<file path="src/rtl/aes_round_ctrl.sv">
// aes_round_ctrl: sequences one AES-128 block through the iterative datapath core.
// Accepts plaintext/key over valid/ready, drives the core's accept/round/enable
// controls over the 11-cycle schedule, captures the ciphertext and offers it
// over a valid/ready output handshake. One block in flight at a time.
// Optional feature: define AES_CTRL_ABORT_EN to add an abort input that returns
// the controller to IDLE from any busy state and discards the block.
module aes_round_ctrl #(
    parameter int NUM_ROUNDS = 10
) (
    input  logic         clk,
    input  logic         rstn,
`ifdef AES_CTRL_ABORT_EN
    input  logic         abort,
`endif
    input  logic         in_valid,
    output logic         in_ready,
    input  logic [127:0] in_plain,
    input  logic [127:0] in_key,
    output logic [127:0] core_plain,
    output logic [127:0] core_key,
    output logic         core_accept,
    output logic [3:0]   core_rnd_no,
    output logic         core_enb_sb,
    output logic         core_enb_mc,
    input  logic [127:0] core_cipher,
    output logic         out_valid,
    input  logic         out_ready,
    output logic [127:0] out_data,
    output logic         busy
);

    typedef enum logic [2:0] {
        IDLE,
        LOAD,
        ROUND,
        FINAL,
        CAPTURE,
        DONE
    } state_t;

    localparam logic [3:0] LAST_RND = 4'(NUM_ROUNDS);
    localparam logic [3:0] PRE_LAST = 4'(NUM_ROUNDS - 1);

    state_t       state_reg;
    logic         in_ready_reg;
    logic         busy_reg;
    logic         accept_reg;
    logic [3:0]   rnd_reg;        // round counter, doubles as the core's round number
    logic         enb_sb_reg;
    logic         enb_mc_reg;
    logic         out_valid_reg;
    logic [127:0] out_data_reg;
    logic [127:0] plain_reg;
    logic [127:0] key_reg;
    logic         abort_req;

`ifdef AES_CTRL_ABORT_EN
    assign abort_req = abort;
`else
    assign abort_req = 1'b0;
`endif

    assign in_ready    = in_ready_reg;
    assign busy        = busy_reg;
    assign core_accept = accept_reg;
    assign core_rnd_no = rnd_reg;
    assign core_enb_sb = enb_sb_reg;
    assign core_enb_mc = enb_mc_reg;
    assign out_valid   = out_valid_reg;
    assign out_data    = out_data_reg;
    assign core_plain  = plain_reg;
    assign core_key    = key_reg;

    // State machine with every output registered alongside the state it belongs to.
    always_ff @(posedge clk) begin
        if (!rstn) begin
            state_reg     <= IDLE;
            in_ready_reg  <= 1'b1;
            busy_reg      <= 1'b0;
            accept_reg    <= 1'b0;
            rnd_reg       <= 4'd0;
            enb_sb_reg    <= 1'b0;
            enb_mc_reg    <= 1'b0;
            out_valid_reg <= 1'b0;
            out_data_reg  <= '0;
            plain_reg     <= '0;
            key_reg       <= '0;
        end else if (abort_req && state_reg != IDLE) begin
            // Drop the block in flight; the latched operands stay until the next request.
            state_reg     <= IDLE;
            in_ready_reg  <= 1'b1;
            busy_reg      <= 1'b0;
            accept_reg    <= 1'b0;
            rnd_reg       <= 4'd0;
            enb_sb_reg    <= 1'b0;
            enb_mc_reg    <= 1'b0;
            out_valid_reg <= 1'b0;
            out_data_reg  <= '0;
        end else begin
            case (state_reg)
                IDLE: begin
                    rnd_reg <= 4'd0;
                    if (in_valid && in_ready_reg) begin
                        plain_reg    <= in_plain;
                        key_reg      <= in_key;
                        state_reg    <= LOAD;
                        in_ready_reg <= 1'b0;
                        busy_reg     <= 1'b1;
                        accept_reg   <= 1'b1;   // initial AddRoundKey with round 0
                    end
                end
                LOAD: begin
                    state_reg  <= ROUND;
                    accept_reg <= 1'b0;
                    rnd_reg    <= 4'd1;
                    enb_sb_reg <= 1'b1;
                    enb_mc_reg <= 1'b1;
                end
                ROUND: begin
                    if (rnd_reg == PRE_LAST) begin
                        // Last round skips MixColumns.
                        state_reg  <= FINAL;
                        rnd_reg    <= LAST_RND;
                        enb_mc_reg <= 1'b0;
                    end else begin
                        rnd_reg <= rnd_reg + 4'd1;
                    end
                end
                FINAL: begin
                    state_reg  <= CAPTURE;
                    rnd_reg    <= 4'd0;
                    enb_sb_reg <= 1'b0;
                    enb_mc_reg <= 1'b0;
                end
                CAPTURE: begin
                    // The core register holds the ciphertext one edge after FINAL.
                    state_reg     <= DONE;
                    out_data_reg  <= core_cipher;
                    out_valid_reg <= 1'b1;
                end
                DONE: begin
                    if (out_ready) begin
                        state_reg     <= IDLE;
                        out_valid_reg <= 1'b0;
                        busy_reg      <= 1'b0;
                        in_ready_reg  <= 1'b1;
                    end
                end
                default: begin
                    state_reg     <= IDLE;
                    in_ready_reg  <= 1'b1;
                    busy_reg      <= 1'b0;
                    accept_reg    <= 1'b0;
                    rnd_reg       <= 4'd0;
                    enb_sb_reg    <= 1'b0;
                    enb_mc_reg    <= 1'b0;
                    out_valid_reg <= 1'b0;
                end
            endcase
        end
    end

endmodule
</file>
<file path="config.mk">
export PLATFORM = sky130hd
export DESIGN_NAME = aes_round_ctrl
export DESIGN_NICKNAME = d
export VERILOG_FILES = /design/src/rtl/aes_round_ctrl.sv
export SDC_FILE = /design/constraint.sdc
export NUM_CORES = 1
export LEC_CHECK = 0
export BUFFER_PORTS_ARGS = -buffer_cell sky130_fd_sc_hd__buf_2
export CORE_AREA = 10 10 292 294
export CTS_BUF_LIST = sky130_fd_sc_hd__clkbuf_8 sky130_fd_sc_hd__clkbuf_16
export CTS_CLUSTER_SIZE = 12
export DETAILED_ROUTE_END_ITERATION = 10
export DIE_AREA = 0 0 302 304
export PLACE_DENSITY_LB_ADDON = 0.15
export SLEW_MARGIN = 20
export SYNTH_ARGS = -nofsm -noshare
export SYNTH_HDL_FRONTEND = slang
export SYNTH_SLANG_ARGS = --single-unit
</file>
<file path="constraint.sdc">
create_clock -name clk -period 3.2 [get_ports clk]
set_clock_uncertainty 0.05 [all_clocks]
set_input_delay 0.64 -clock clk [delete_from_list [all_inputs] [get_ports clk]]
set_output_delay 0.64 -clock clk [all_outputs]
set_load 0.02 [all_outputs]
</file>
# After elaboration in Yosys (flattened, before gate mapping)
# Index checks and enable logic that the tools add are counted.
# totals
inputBits,388
register_bits,397
output_inout_bits,394
# op_classes
addsub,1
n_eq_ne,9
n_reduce_logical,14
bitwise,4
mux,17
# ops
cell,count
case mux 3 bit (6 select lines),1
OR reduction 4 bit,4
case mux 1 bit (3 select lines),4
case mux 4 bit (3 select lines),1
two-way mux 3 bit,3
AND reduction 2 bit,4
equality test 3 x 2 -> 1 bit (second input constant),2
equality test 3 bit (second input constant),2
!= test 2 bit (second input constant),3
AND reduction 3 bit,2
two-way mux 1 bit,5
adder 4 x 1 -> 4 bit (second input constant),1
equality test 4 bit (second input constant),1
two-way mux 4 bit,1
inverter 1 bit,4
case mux 1 bit (2 select lines),2
equality test 3 x 1 -> 1 bit (second input constant),1
logical NOT 3 bit,1
OR reduction 3 bit,1
OR reduction 2 bit,1
logical AND 1 bit,1

# Logic depth before layout (Yosys ltp)
# depth
ltp_word,4
depth_mapped,8

# Worst setup path before layout
# Ideal clock, no wire load.
# synth_timing
kind,reg2reg
from,register state_reg[1]
to,register rnd_reg[2] (netlist: core_rnd_no[2])
arrival_time_ns,1.779
synth_period_minus_slack_ns,1.904
path_buffers,3
path_slack_ns,1.296
path_stages_with_launch,8
path_cell_list,dfxtp_1 > buf_6 > clkbuf_1 > inv_1 > ha_1 > buf_1 > or4_1 > o22ai_1
# synth_via
elab_chain_len,3
word_cells_on_any_way,6
cone_classes,eq/ne: 4; mux: 1; reduce/logical: 1
# synth_lines
item,line,rtl
from (decl),44,state_t state_reg;
from (signal assigned),77,state_reg <= IDLE;
from (signal assigned),90,state_reg <= IDLE;
from (signal assigned),106,state_reg <= LOAD;
equality test 3 bit,100,case (state_reg)
OR reduction 2 bit (no line),--,
case mux 4 bit (3 select lines),100,
to (signal assigned),126,rnd_reg <= rnd_reg + 4'd1;
to (decl),48,logic [3:0] rnd_reg;
# Parallel ways exist; a longest one is shown, timed or not.
# A chain may end at the register's enable or synchronous reset.

# Worst setup path after layout
# layout_timing
from,register state_reg[1]
to,register key_reg[76] (netlist: core_key[76])
# layout_via
elab_chain_len,2
# layout_lines
item,line,rtl
logical NOT 3 bit,100,
AND reduction 2 bit (no line),--,
to (signal assigned),105,key_reg <= in_key;
to (decl),54,logic [127:0] key_reg;
# No other way between the ends.

==> reports/results.ini <==
[global_route]
grt_pass1_wl_um=107000
antenna_found_initial=18
grt_pass1_vias=15500
grt_usage_pct=15.2
overflow=0
grt_max_degree=178

[logic_synthesis]
syn_inst=1810
synth_cell_types=38
synth-seq-cells=397
syn_nets=2203
synthFlopType=dfxtp_1
synthArstFlopShare_pct=0
synth-edff-count=0
ys_seq_area_share_pct=52.9
synth_area_per_cell_sq_um=8.30
syn-cell-area_sq_um=15000
yosys_warnings=0

[floorplan]
coreArea_sq_um=79600
rows=104
io_pins=782
chipHeight_um=304
initial_core_util_pct=18.9
die-area_sq_um=91800
fp.dieW_um=302

[route]
routed_wl_um=74500
firstDrtPassIters=6
drc=0
drt_iter0_markers=906
via_per_inst=4.38
num_vias=15700
avgRoutedWirePerCell_um=20.8
ant_nets=0

[worst_setup_path]
crit_required_ns=3.65
critPathTopFamily=flip-flops
worstSetupPathType=reg2reg
crit_arrival_ns=2.76
path_cells=nand4bb_4 > buf_4 > o21ai_0 > a21oi_1
crit_path_max_incr_delay_ns=0.80
slowest_stage=dfxtp_1
path_max_fanout=80
cp-start-kind=flip-flop
cp_num_buf_inv=1
worst_setup_path_end_kind=flip-flop

[placement]
dp_hpwl_um=54400
dp.cells=3485
place_congestion=0.810
numPortBuffers=781

[clock_network]
h-tree-depth=2
clock_sinks=397
post_cts_resized=0
ctsHoldBuffers=0
clk_latency_ns=0.57
post_cts_buffers=0
clk_pin_slew_ns=0.06
clk_path_buf_depth=3
cts_tree=done
cts_buffers=49
cts_root_buf=clkbuf_16

[power]
power.leakage_uw=0.00912
comb_power_share_pct=34.6
p_switching_uw=7260
switching_share_pct=40.2
power_frac_clock_pct=29.8
power.density_nw_per_um2=857
seqPwrFrac_pct=35.6
p_int_uw=10800
ir_drop_v=0.000467

[finish]
instances_no_fill=3579
post-route-util_pct=26.5
n_fill_cell=8905
multiInputGateArea_sq_um=5920
drive_gt1_share_pct=35.3
syn_to_final_growth_pct=40.5
nets=2869
seqCellArea_sq_um=7950

[timing]
fmax_ghz=0.432
setup_violations=0
final-max-slew-violation-count=0
finalHoldViolCount=0
max-slew-margin-rel_pct=35.8
finalCritPeriodShare_pct=72.4
worstMarginPinSlew_ns=0.963
fin_hold_ws_ns=0.246
fin_tns_setup_ns=0
min_period_ns=2.32
rsz0062_at_grt=no

[min_path]
hold_class=in2reg

[run]
maxCapViolCount=0

[run_status]
outcome=complete, no violations

-- layer usage --
layer,wire (um),up-vias,GRT usage [%]
li1,-,7619,-
met1,26800,7462,15.7
met2,39100,492,27.9
met3,6570,99,5.64
met4,1910,12,4.76
met5,88,-,0
-- area by class of cell --
| type | instances | area share, % |
|---|---|---|
| antenna | 11 | 0.130 |
| clock buffer | 61 | 6.64 |
| clock inverter | 22 | 0.723 |
| inverter | 8 | 0.213 |
| multi-input combinational | 1214 | 28.0 |
| sequential | 397 | 37.7 |
| tap | 1060 | 6.28 |
| timing repair buffer | 806 | 20.3 |
-- worst min-delay path, delay by kind of cell --
kind                   cells  cell delay (ns)
buffers and inverters      1             0.09
AOI/OAI and AO/OA          1             0.05
and+or+nand+nor            1             0.04
-- power groups by stage --
stage | Sequential, uW | Combinational (uW) | Clock, uW
CTS | 6460 | 6370 | 5610
finish | 6450 | 6250 | 5390
global route | 6570 | 6850 | 5780
floorplan | 7400 | 3250 | 0
global placement | 6520 | 6310 | 0
detailed placement | 6560 | 6370 | 0
-- cell usage after synthesis (5+ instances only) --
master    count  area share [%]
o21ai_0     235             7.8
nand2_1     264             6.6
o21ai_1      25            0.83
ha_1          5            0.42
inv_1         6            0.15
nor2_1        5            0.12
dfxtp_1     397              53
buf_2        28            0.93
clkbuf_1     95             2.4
buf_4        25             1.2
a21oi_1     391              13
buf_6        42             3.1
nand3_1     258             8.6
-- path summary, 6_finish.rpt --
kind	end	slack (ns)	from	depth (start not counted)
worst max-delay path	core_key[76]$_SDFFE_PN0P_	0.88	state_reg[1]$_SDFFE_PN0P_	4
worst min-delay path	out_data[27]$_SDFFE_PN0P_	0.25	core_cipher[27]	3
worst max register to register	core_key[76]$_SDFFE_PN0P_	0.88	state_reg[1]$_SDFFE_PN0P_	4
worst min register to register	out_data[81]$_SDFFE_PN0P_	0.40	out_data[81]$_SDFFE_PN0P_	2
-- cells by family (layout without fill, tap and decap cells) --
group	after synthesis	after routing	share of synthesized area [%]
simple gates	543	543	16.2
compound gates	663	663	22.4
xor+xnor	2	2	0.117
flops	397	397	52.9
buf+inv	199	897	7.93
fa+ha+maj	5	5	0.416
other cells	0	11	0
mux	1	1	0.0666
-- cell usage in the layout (no fill, tap or decap), types with 11 or more instances in the layout --
master,synthesis,final
diode_2,0,11
clkbuf_8,0,11
buf_2,28,781
clkbuf_16,0,50
inv_1,6,18
a21oi_1,391,391
dfxtp_1,397,396
nand3_1,258,258
o21ai_1,25,25
nand2_1,264,264
o21ai_0,235,235
buf_12,0,15
-- stage by stage --
stage	power (uW)	area (sq um)	worst slack [ns]
6_report	18100	21100	0.885
5_1_grt	19200	21100	0.639
4_1_cts	18400	21100	0.886
3_5_place_dp	12900	19500	0.846
3_3_place_gp	12800	19500	0.867
2_1_floorplan	10700	15000	1.30
(Power assumes the default switching activity.)
